### src/rtl/pc_sequencer.sv
// Program-counter sequencer: owns the architectural PC and selects sequential, jump/call,
// branch or return targets. The circular return-address stack is built only when PC_SEQ_RAS_EN is defined.
module pc_sequencer #(
    parameter int              PC_W         = 32,
    parameter int              RAS_DEPTH    = 8,
    parameter logic [PC_W-1:0] RESET_VECTOR = '0
) (
    input  logic                               clk,
    input  logic                               rst_n,
    input  logic                               stall,
    input  logic [1:0]                         pc_src,
    input  logic                               is_call,
    input  logic [PC_W-1:0]                    jump_target,
    input  logic [15:0]                        branch_imm,
    input  logic                               clr_flags,
    output logic [PC_W-1:0]                    pc,
    output logic [PC_W-1:0]                    pc_plus1,
    output logic [$clog2(RAS_DEPTH+1)-1:0]     ras_count,
    output logic [PC_W-1:0]                    ras_top,
    output logic                               ras_overflow,
    output logic                               ras_underflow
);

    localparam int CNT_W = $clog2(RAS_DEPTH + 1);
    localparam int PTR_W = $clog2(RAS_DEPTH);

    localparam logic [1:0] SRC_SEQ = 2'b00;
    localparam logic [1:0] SRC_JMP = 2'b01;
    localparam logic [1:0] SRC_BR  = 2'b10;
    localparam logic [1:0] SRC_RET = 2'b11;

    logic [PC_W-1:0] pc_q;
    logic [PC_W-1:0] pc_d;
    logic [PC_W-1:0] br_offset;

    assign pc       = pc_q;
    assign pc_plus1 = pc_q + PC_W'(1);
    // Sign-extend the 16-bit word offset to the full PC width; the add wraps naturally.
    assign br_offset = PC_W'($signed(branch_imm));

`ifdef PC_SEQ_RAS_EN

    logic [PC_W-1:0]  ras_mem [RAS_DEPTH];
    logic [PTR_W-1:0] ras_ptr;
    logic [CNT_W-1:0] ras_cnt;
    logic [PC_W-1:0]  ras_top_q;
    logic             ovf_q;
    logic             udf_q;
    logic             do_push;
    logic             do_pop;
    logic             ras_empty;
    logic             ras_full;
    logic [PTR_W-1:0] ptr_m1;
    logic [PTR_W-1:0] ptr_m2;
    logic [PC_W-1:0]  next_top;

    assign do_push   = !stall && (pc_src == SRC_JMP) && is_call;
    assign do_pop    = !stall && (pc_src == SRC_RET);
    assign ras_empty = (ras_cnt == '0);
    assign ras_full  = (ras_cnt == CNT_W'(RAS_DEPTH));
    assign ptr_m1    = ras_ptr - PTR_W'(1);
    assign ptr_m2    = ras_ptr - PTR_W'(2);
    // Entry exposed after a pop: the one beneath the current top, or 0 once the stack drains.
    assign next_top  = (ras_cnt > CNT_W'(1)) ? ras_mem[ptr_m2] : '0;

    always_comb begin
        pc_d = pc_q;
        case (pc_src)
            SRC_SEQ: pc_d = pc_plus1;
            SRC_JMP: pc_d = jump_target;
            SRC_BR:  pc_d = pc_q + br_offset;
            SRC_RET: pc_d = ras_empty ? pc_plus1 : ras_top_q;
            default: pc_d = pc_plus1;
        endcase
    end

    // Storage is not reset; only entries below ras_cnt are ever read.
    always_ff @(posedge clk) begin
        if (do_push) begin
            ras_mem[ras_ptr] <= pc_plus1;
        end
    end

    always_ff @(posedge clk or negedge rst_n) begin
        if (!rst_n) begin
            ras_ptr   <= '0;
            ras_cnt   <= '0;
            ras_top_q <= '0;
            ovf_q     <= 1'b0;
            udf_q     <= 1'b0;
        end else if (!stall) begin
            if (clr_flags) begin
                ovf_q <= 1'b0;
                udf_q <= 1'b0;
            end
            // Later assignments below override the clear, so a same-cycle error wins.
            if (do_push) begin
                ras_ptr   <= ras_ptr + PTR_W'(1);
                ras_top_q <= pc_plus1;
                if (ras_full) begin
                    ovf_q <= 1'b1;
                end else begin
                    ras_cnt <= ras_cnt + CNT_W'(1);
                end
            end else if (do_pop) begin
                if (ras_empty) begin
                    udf_q <= 1'b1;
                end else begin
                    ras_ptr   <= ptr_m1;
                    ras_cnt   <= ras_cnt - CNT_W'(1);
                    ras_top_q <= next_top;
                end
            end
        end
    end

    assign ras_count     = ras_cnt;
    assign ras_top       = ras_top_q;
    assign ras_overflow  = ovf_q;
    assign ras_underflow = udf_q;

`else

    logic unused_ras_inputs;
    assign unused_ras_inputs = ^{is_call, clr_flags};

    // Without a stack, a return degenerates to sequential fetch.
    always_comb begin
        pc_d = pc_q;
        case (pc_src)
            SRC_SEQ: pc_d = pc_plus1;
            SRC_JMP: pc_d = jump_target;
            SRC_BR:  pc_d = pc_q + br_offset;
            SRC_RET: pc_d = pc_plus1;
            default: pc_d = pc_plus1;
        endcase
    end

    assign ras_count     = '0;
    assign ras_top       = '0;
    assign ras_overflow  = 1'b0;
    assign ras_underflow = 1'b0;

`endif

    always_ff @(posedge clk or negedge rst_n) begin
        if (!rst_n) begin
            pc_q <= RESET_VECTOR;
        end else if (!stall) begin
            pc_q <= pc_d;
        end
    end

endmodule

### config.mk
export PLATFORM = sky130hd
export DESIGN_NAME = pc_sequencer
export DESIGN_NICKNAME = d
export VERILOG_FILES = /design/src/rtl/pc_sequencer.sv
export SDC_FILE = /design/constraint.sdc
export NUM_CORES = 1
export LEC_CHECK = 0
export BUFFER_PORTS_ARGS = -buffer_cell sky130_fd_sc_hd__buf_2
export CORE_ASPECT_RATIO = 0.9
export CORE_MARGIN = 4
export CORE_UTILIZATION = 30
export DETAILED_ROUTE_END_ITERATION = 16
export GPL_ROUTABILITY_DRIVEN = 0
export SLEW_MARGIN = 10
export SYNTH_ARGS = -nofsm -noshare
export SYNTH_HDL_FRONTEND = slang
export SYNTH_SLANG_ARGS = --single-unit
### constraint.sdc
create_clock -name clk -period 6.2 [get_ports clk]
set_input_delay 0.93 -clock clk [delete_from_list [all_inputs] [get_ports clk]]
set_output_delay 0.93 -clock clk [all_outputs]
set_load 0.02 [all_outputs]
==> impl.org, run 1 <==
** Clock tree
- Hold-fix buffers at CTS :: 0
- Total setup buffers inserted after CTS :: 0
- Number of buffers on the longest clock path :: 2
- The H-tree was split into 2 levels.
- In this run the clock root is driven by a sky130_fd_sc_hd__clkbuf_16.
- CTS tree :: built
- Clock-pin slew reported for the worst setup and hold paths after clock tree synthesis :: 60 ps
- Buffers inserted during clock tree synthesis total 5.
- Resized cells post-CTS :: 0
- Number of sinks handled by clock tree synthesis :: 32
- For the worst-skew pair, the clock arrives at the later sink with an insertion delay of 280 ps.

** Placement
- Once placement finished, the instance area stood at 0.00538 mm2.
- Port Buffer Count :: 116
- The wire-length estimate of the detail-placed layout is 12700 um.

** Synth
- Synthesis produced 642 cells.
- Of the synthesized area, sequential elements account for 0.168.
- Counting flops and latches in the post-synthesis netlist gives 32.
- Synthesized-area fraction occupied by adder cells :: 0.0933
- The share of synthesized area in the top cell type comes to 0.168.
- The cell area that synthesis handed to floorplanning was 0.00477 mm2.
- Area fraction in and, or, nand and nor cells after synthesis :: 0.248
- XOR/XNOR Fraction of Synth Area :: 0.0860
- The fraction of the mapped netlist area in compound gates came to 0.289.
- After synthesis, the share of flip-flops with an asynchronous set or reset is 1.00.
- By area the synthesized netlist is led by sky130_fd_sc_hd__dfrtp_1 (17%), sky130_fd_sc_hd__ha_1 (8.9%), sky130_fd_sc_hd__buf_4 (6.0%), sky130_fd_sc_hd__a21oi_1 (5.8%), sky130_fd_sc_hd__xnor2_1 (4.8%).
- Dividing the synthesized area by the synthesized cell count gives 7.44 um2.
- After synthesis, the share of cell area in mux cells is 0.00891.
- The biggest area contributor in the post-synthesis netlist is sky130_fd_sc_hd__dfrtp_1.
- Cell variety after synth :: 76
- Number of flops mapped to enable cells by yosys :: 0
- Dominant combinational cell family by area after synthesis :: compound AO/OA/AOI/OAI gates
- Most frequently used flop master after synthesis :: sky130_fd_sc_hd__dfrtp_1
- The Yosys step of the flow raised 0 warnings.

** Critical path
- The setup check on the worst reg-to-reg path leaves a slack of 2920 ps.
- Cell Chain, Critical Path :: ha_1, nand2_1, nor4_4, and3_1, and3_1, xor2_1, buf_2
- Launching element type of the critical path :: register
- CP Depth :: 7
- Worst path required time :: 5270 ps
- Along the worst path, the maximum fanout reaches 8.
- Worst reg2reg path startpoint :: pc[0]
- Crit path kind :: reg -> out
- In this run the worst setup path begins at pc[0].
- Endpoint of the most critical register-to-register path :: pc[30]
- Together, buffers and inverters on the worst path number 1.
- The kind of cell with the highest combined delay along the critical path is simple AND/OR/NAND/NOR gates.
- Data arrival time of the critical path :: 2830 ps
- For the worst flop-to-flop path, the logic depth is 10.
- For this run, the slowest stage of the critical path takes 510 ps.
- The cell that appears most often on the critical path is sky130_fd_sc_hd__and3_1.
- The worst setup path is captured at a primary output.
- The most critical setup path has its endpoint at pc_plus1[28].
- Among all stages on the critical path, the largest delay is contributed by sky130_fd_sc_hd__dfrtp_1.

** Power
- Of the total power, the clock network draws 0.167.
- In this run the static leakage power is 2.63 nW.
- Portion of total power attributed to combinational logic :: 0.605
- Summed over all nets, the switching power comes to 0.792 mW.
- PwrDens :: 282 mW/mm2
- Sequential power share :: 0.228
- IR Drop Worst-Case VDD :: 128 uV
- Switching share of power :: 0.509
- The internal portion of the total power is 0.763 mW.
- Total power draw :: 1.56 mW

** Status
- Outcome :: complete, no violations

** Timing
- Summed over all failing endpoints, the final setup total negative slack is 0 ps.
- Hold violation total from the final report :: 0
- Worst clock skew :: 8.90 ps
- Min Clock Period, post-route :: 3760 ps
- Final critical-path share of the clock period :: 0.606
- Normalized max-slew margin :: 0.435
- Achievable frequency :: 266 MHz
- For the pin with the worst max-slew slack, the measured transition is 848 ps.
- Hold slack :: 592 ps
- Setup repair after global routing left no endpoint under its margin.
- Setup violations remaining at the end of the flow were counted as 0.
- Final Max Tran Viols :: 0

** Final layout
- Commonest non-fill, non-tap cells in the layout :: sky130_fd_sc_hd__buf_2 (116), sky130_fd_sc_hd__nand2_1 (58), sky130_fd_sc_hd__a21oi_1 (55)
- The area growth from synthesis to layout is 15.8%.
- The library cell used most frequently in the layout, excluding fill and tap cells, is sky130_fd_sc_hd__buf_2.
- The register with the most flip-flops in the layout has 32 of them.
- Fraction of final layout cells with drive strength greater than 1 :: 0.207
- At the end of the flow the core is filled with cells to 0.357.
- Fin area :: 0.00553 mm2
- Count of antenna diodes in the layout :: 0
- The final layout contains 829 nets.

** Run
- Max-cap violations in this run came to 0.

** Drt
- Via count normalized by instance count :: 5.39
- Dividing the detail-routed wire length by the instance count gives 17.6 um.
- The first detailed-routing pass took 5 iterations.
- Summed over all layers, the routed wires come to 16600 um.
- Antenna Violating Nets Remaining :: 0
- Number of design rule violations left after detail routing :: 0
- The first routing iteration left 309 violations.
- Via total after detailed routing :: 5074

** Floorplan
- Placement Rows :: 43
- Initial core utilization :: 0.308
- Vertical die dimension :: 128 um
- 157 I/O pins were placed.
- The region available for standard cell placement spans 0.0155 mm2.
- In this run the horizontal extent of the chip is 141 um.
- Overall die area :: 0.0180 mm2

** Global routing
- The first global-routing pass estimated 26100 um of wire.
- Entering global routing, the biggest net connects 37 pins.
- Across every metal layer, demand over resource in global routing totals 0.179.
- GRT overflow :: 0
- The number of global-route vias before repair is 4690.
- Initial antenna violation count :: 0

** Hold path
- The worst hold path belongs to the class reg -> reg.
metrics by stage:
| stage | worst slack, ps | std cells |
|---|---|---|
| finish | 2440 | 942 |
| CTS | 2430 | 942 |
| global route | 2250 | 942 |
| detailed placement | 2540 | 934 |
| global placement | 2560 | 934 |
| floorplan | 3110 | 679 |
power by group through the flow:
| stage | sequential, mW | combinational, mW | clock (mW) |
|---|---|---|---|
| 2_1_floorplan | 0.380 | 0.653 | 0 |
| 3_3_place_gp | 0.358 | 0.928 | 0 |
| 3_5_place_dp | 0.359 | 0.931 | 0 |
| 4_1_cts | 0.355 | 0.936 | 0.268 |
| 5_1_grt | 0.369 | 1.04 | 0.276 |
| 6_report | 0.354 | 0.942 | 0.260 |
cell families (layout without fill, tap and decap cells):
kind of cell / count (synthesis) / in the layout
flops: 32 / 32
mux: 4 / 4
fa+ha+maj: 35 / 35
xor+xnor: 46 / 46
other cells: 1 / 38
simple gates: 222 / 222
buf+inv: 95 / 156
compound gates: 207 / 207
area by class of cell:
class                   count  area, um2
fillers                  1697       9970
multi-input cells         552       3600
flip-flops and latches     32        801
repair buffers            121        618
well taps                 202        253
clock buffers               6        139
inverters                  27        101
clock inverters             2       10.0
cell usage after synthesis (4+ instances only):
library cell	n
sky130_fd_sc_hd__a211o_1	4
sky130_fd_sc_hd__a21o_1	18
sky130_fd_sc_hd__a21oi_1	55
sky130_fd_sc_hd__a221o_1	8
sky130_fd_sc_hd__a221oi_1	10
sky130_fd_sc_hd__a31oi_1	5
sky130_fd_sc_hd__and3_1	14
sky130_fd_sc_hd__buf_1	4
sky130_fd_sc_hd__buf_4	38
sky130_fd_sc_hd__clkbuf_1	21
sky130_fd_sc_hd__dfrtp_1	32
sky130_fd_sc_hd__ha_1	34
sky130_fd_sc_hd__inv_1	26
sky130_fd_sc_hd__nand2_1	58
sky130_fd_sc_hd__nand2b_1	4
sky130_fd_sc_hd__nand3_1	26
sky130_fd_sc_hd__nand3b_1	5
sky130_fd_sc_hd__nand4_1	11
sky130_fd_sc_hd__nor2_1	44
sky130_fd_sc_hd__nor2b_1	6
sky130_fd_sc_hd__nor3_1	22
sky130_fd_sc_hd__o211ai_1	10
sky130_fd_sc_hd__o21a_1	10
sky130_fd_sc_hd__o21ai_0	42
sky130_fd_sc_hd__o31ai_1	9
sky130_fd_sc_hd__xnor2_1	26
sky130_fd_sc_hd__xor2_1	19
per-layer routing:
layer / global-route usage / wire, um / vias up
met5: 0 / 0 / -
met4: 0.0188 / 67 / 0
met3: 0.0313 / 1110 / 8
li1: - / - / 2503
met2: 0.267 / 7070 / 191
met1: 0.278 / 8320 / 2372
worst min-delay path, cell delays in order (launching register included):
cell,delay (ps)
sky130_fd_sc_hd__dfrtp_1,420
sky130_fd_sc_hd__nand2_1,70
sky130_fd_sc_hd__o31ai_1,70
how the worst min path moves through the flow:
stage	from	endpoint	slack [ps]	cells after the start
after floorplan	rst_n	pc[0]	630	0
after global placement	pc[11]	pc[11]	580	2
after detailed placement	pc[11]	pc[11]	600	2
after CTS	pc[11]	pc[11]	610	2
after global routing	pc[11]	pc[11]	650	2
final	pc[11]	pc[11]	590	2
(Power assumes the default switching activity.)
==> run 2: changes to the inputs <==
--- a/config.mk
+++ b/config.mk
@@ -5,6 +5,7 @@
 export SDC_FILE = /design/constraint.sdc
 export NUM_CORES = 1
 export LEC_CHECK = 0
+export ABC_AREA = 1
 export BUFFER_PORTS_ARGS = -buffer_cell sky130_fd_sc_hd__buf_2
 export CORE_ASPECT_RATIO = 0.9
 export CORE_MARGIN = 4
==> constraint.sdc (replaced) <==
create_clock -name clk -period 3.8 [get_ports clk]
set_input_delay 0.57 -clock clk [delete_from_list [all_inputs] [get_ports clk]]
set_output_delay 0.57 -clock clk [all_outputs]
set_load 0.02 [all_outputs]
==> run 2 against run 1 <==
- worst setup slack got worse by 1500 ps
- final area increased by 18%
- sequential cell count unchanged
- area after synthesis increased by 19%
- highest routed layer unchanged
- register-to-register slack got worse by 1700 ps
==> impl.org, run 2 <==
** Status
- The flow ran to the end, and the final reports show no timing, DRC or antenna violations.

** Timing
- Achievable frequency :: 352 MHz
- The final-layout setup total negative slack is 0 ps (unchanged).
- Final Max Tran Viols :: 0 (unchanged)
- Final setup violation count :: 0 (unchanged)
- Final critical-path share of the clock period :: 0.747
- The actual transition at the worst max-transition pin came to 894 ps (+45.8 ps).
- Setup repair after global routing missed its margin :: no
- For the finished layout, the period the worst path requires is 2840 ps.
- Hold slack :: 362 ps (-231 ps)
- PnR worst setup slack :: 960 ps (-1480 ps)
- The worst slew margin relative to its limit was 0.404 (-0.0305).
- Hold violation total from the final report :: 0 (unchanged)
- The final clock skew was 3.43 ps (-5.47 ps).

** Final layout
- Register cell area after layout :: 801 um2 (unchanged)
- Leaving out fill and tap cells, the most frequent cell in the layout is sky130_fd_sc_hd__nand2_1.
- Leaving out fill and tap cells, the most frequent cells in the layout are sky130_fd_sc_hd__nand2_1 (427), sky130_fd_sc_hd__inv_1 (186), sky130_fd_sc_hd__nor2_1 (117).
- The layout net count was 1273 (+54%).
- The area growth from synthesis to layout is 15.0%.
- Final instance count without filler cells :: 1429 (+52%)
- The proportion of layout cells with a drive suffix above 1 is 0.130 (-0.0767).
- The footprint of the multi-input gates was 0.00391 mm2 (+8.5%).
- The utilization of the core after routing came to 0.354 (-0.00302).
- Total of fill cells in the finished design :: 2138 (+26%)
- Fin area :: 0.00653 mm2 (+18%)
- The number of flip-flops under the largest register name is 32 (unchanged).
- The antenna diode count was 0 (unchanged).

** Placement
- The estimated wirelength of the detail-placed design came to 16500 um (+30%).
- The worst slack at placement is 1160 ps (-1380 ps).
- Number of cells in the design after placement :: 1421 (+52%)
- Port Buffer Count :: 116 (unchanged)
- Post-Place Cell Area :: 0.00635 mm2 (+18%)

** Power
- Total power draw :: 2.56 mW (+64%)
- The combinational share of power is 0.585 (-0.020).
- IR Drop Worst-Case VDD :: 196 uV (+53%)
- Power share of the clock group :: 0.199 (+0.032)
- PwrDens :: 392 mW/mm2 (+39%)
- The reported net switching power is 1.33 mW (+68%).
- The total internal power is 1.23 mW (+60%).
- Static leakage :: 3.99 nW (+52%)
- Sequential power share :: 0.216 (-0.012)
- Switching share of power :: 0.521 (+0.0116)

** Drt
- Via count normalized by instance count :: 4.59 (-15%)
- The number of iterations in the first detailed-routing pass came to 5 (unchanged).
- Aggregate routed wire length :: 19700 um (+19%)
- Post-DR wirelength/cell :: 13.8 um (-22%)
- Via total after detailed routing :: 6565 (+29%)
- The number of antenna-violating nets in the routed design came to 0 (unchanged).
- First-iteration detailed-routing DRC count :: 454 (+47%)
- The total DRC errors in the routed layout is 0 (unchanged).

** Critical path
- The slowest stage of the critical path belongs to the cell sky130_fd_sc_hd__dfrtp_1.
- Crit path largest cell delay :: 540 ps (+30 ps)
- Largest fanout on the critical path :: 8 (unchanged)
- Cell Chain, Critical Path :: ha_1, nand2_2, nor2_4, nand2_1, nor3_2, nand3_1, and2_1, buf_2
- Data arrival time of the critical path :: 2270 ps (-560 ps)
- Endpoint kind of the worst setup timing path :: primary output
- The required time at the worst-slack endpoint is 3230 ps (-2040 ps).
- Crit path kind :: reg -> out
- Flop-to-flop setup slack :: 1190 ps (-1730 ps)
- The worst setup path is launched from a register.

** Floorplan
- Placement Rows :: 47 (+9.3%)
- The boundary pin count was 157 (unchanged).
- The core region area was 0.0185 mm2 (+19%).
- The starting density of the core came to 0.307 (-0.000632).
- Die width :: 153 um (+8.5%)
- The area of the die is 0.0212 mm2 (+18%).
- The y dimension of the die came to 139 um (+8.5%).

** Synth
- The number of distinct library cells after synthesis is 40 (-47%).
- Cells after Synth :: 1074 (+67%)
- Mapped cell area :: 0.00568 mm2 (+19%)
- Total of warnings raised by yosys :: 0 (unchanged)
- Post-synth top area cell :: sky130_fd_sc_hd__nand2_1
- Share of the yosys chip area belonging to registers :: 0.141 (-0.0267)
- The mean post-synth cell area came to 5.29 um2 (-29%).
- The number of flip-flops and latches in the synthesized netlist came to 32 (unchanged).
- Yosys attributes the largest share of cell area to sky130_fd_sc_hd__nand2_1 (28%), sky130_fd_sc_hd__dfrtp_1 (14%), sky130_fd_sc_hd__inv_1 (12%), sky130_fd_sc_hd__nor2_1 (7.7%), sky130_fd_sc_hd__ha_1 (7.5%).
- The share of synthesized flip-flops with an asynchronous set or reset was 1.00 (unchanged).
- Share of the synthesized area in the top cell type :: 0.282 (+0.115)
- The commonest cells after synthesis are sky130_fd_sc_hd__nand2_1 (427), sky130_fd_sc_hd__inv_1 (186), sky130_fd_sc_hd__nor2_1 (117), sky130_fd_sc_hd__nand3_1 (84), sky130_fd_sc_hd__buf_4 (39).
- Number of flops mapped to enable cells by yosys :: 0 (unchanged)
- By instance count, the leading cell after synthesis is sky130_fd_sc_hd__nand2_1.
- Most frequently used flop master after synthesis :: sky130_fd_sc_hd__dfrtp_1

** Global routing
- The total global routing overflow came to 0 (unchanged).
- Overall fraction of global-route tracks in use :: 0.182 (+0.00304)
- Vias in the first global route :: 6175 (+32%)
- The pin count of the biggest net entering global routing is 48 (+30%).
- Initial antenna violation count :: 0 (unchanged)
- The global-route wire length before repair came to 31600 um (+21%).

** Clock tree
- CTS tree :: built
- Resized cells post-CTS :: 0 (unchanged)
- Depth of the CTS H-tree :: 2 (unchanged)
- The tree is rooted in a sky130_fd_sc_hd__clkbuf_16.
- Hold-fix buffers at CTS :: 0 (unchanged)
- The post-CTS repair timing setup buffer count was 0 (unchanged).
- The clock slew at the register clock pins of the worst setup and hold paths came to 50 ps (about the same).
- Source-to-sink clock delay at the later pin of the worst-skew pair :: 290 ps (about the same)
- The number of CTS-inserted buffers is 5 (unchanged).
- Number of sinks handled by clock tree synthesis :: 32 (unchanged)
- The maximum clock insertion buffer count came to 2 (unchanged).

** Run
- The number of max-cap violations was 0 (unchanged).

** Hold path
- The worst hold path belongs to the class in -> async.
run 2: metal layers:
metal / wire length [um] / vias to the layer above / global-route usage / share of wire
li1: - / 3430 / - / -
met1: 9370 / 2916 / 0.256 / 0.47
met2: 8810 / 191 / 0.299 / 0.45
met3: 1040 / 28 / 0.0153 / 0.053
met4: 507 / 0 / 0.0544 / 0.026
met5: 0 / - / 0 / 0
run 2: path summary, 6_finish.rpt:
check / startpoint / end / depth (start not counted)
setup / recovery: pc[0] / pc_plus1[26] / 8
hold / removal: rst_n / pc[0] / 1
setup reg to reg: pc[0] / pc[16] / 15
hold reg to reg: pc[28] / pc[28] / 2
max in group asynchronous: rst_n / pc[29] / 1
min in group clk: jump_target[1] / pc[1] / 3
run 2: power by group through the flow:
stage,Sequential (mW),Clock [mW],Combinational (mW)
floorplan,0.570,0,1.03
global placement,0.553,0,1.47
finish,0.553,0.508,1.50
global route,0.564,0.524,1.69
detailed placement,0.553,0,1.49
CTS,0.548,0.513,1.49
run 2: final cells by class:
type / instances / area share
multi-input cells: 833 / 0.599
flip-flops and latches: 32 / 0.123
inverters: 191 / 0.110
repair buffers: 120 / 0.0935
well taps: 245 / 0.0470
clock buffers: 7 / 0.0234
clock inverters: 1 / 0.00460
run 2: logic make-up after synthesis:
kind of cell,Yosys count,synth area share
AND/OR/NAND/NOR,674,0.489
buffers and inverters,246,0.194
AO/OA/AOI/OAI,73,0.0749
adder cells (fa/ha/maj),35,0.0785
flip-flops,32,0.141
XOR/XNOR,13,0.0214
other,1,0.000661
run 2: worst max-delay path: cells and delay by family (launching register included):
family                     cells  cell delay [ps]
DFF                            1              540
adders and majority gates      1              300
buffers and inverters          1              160
and+or+nand+nor                6              970
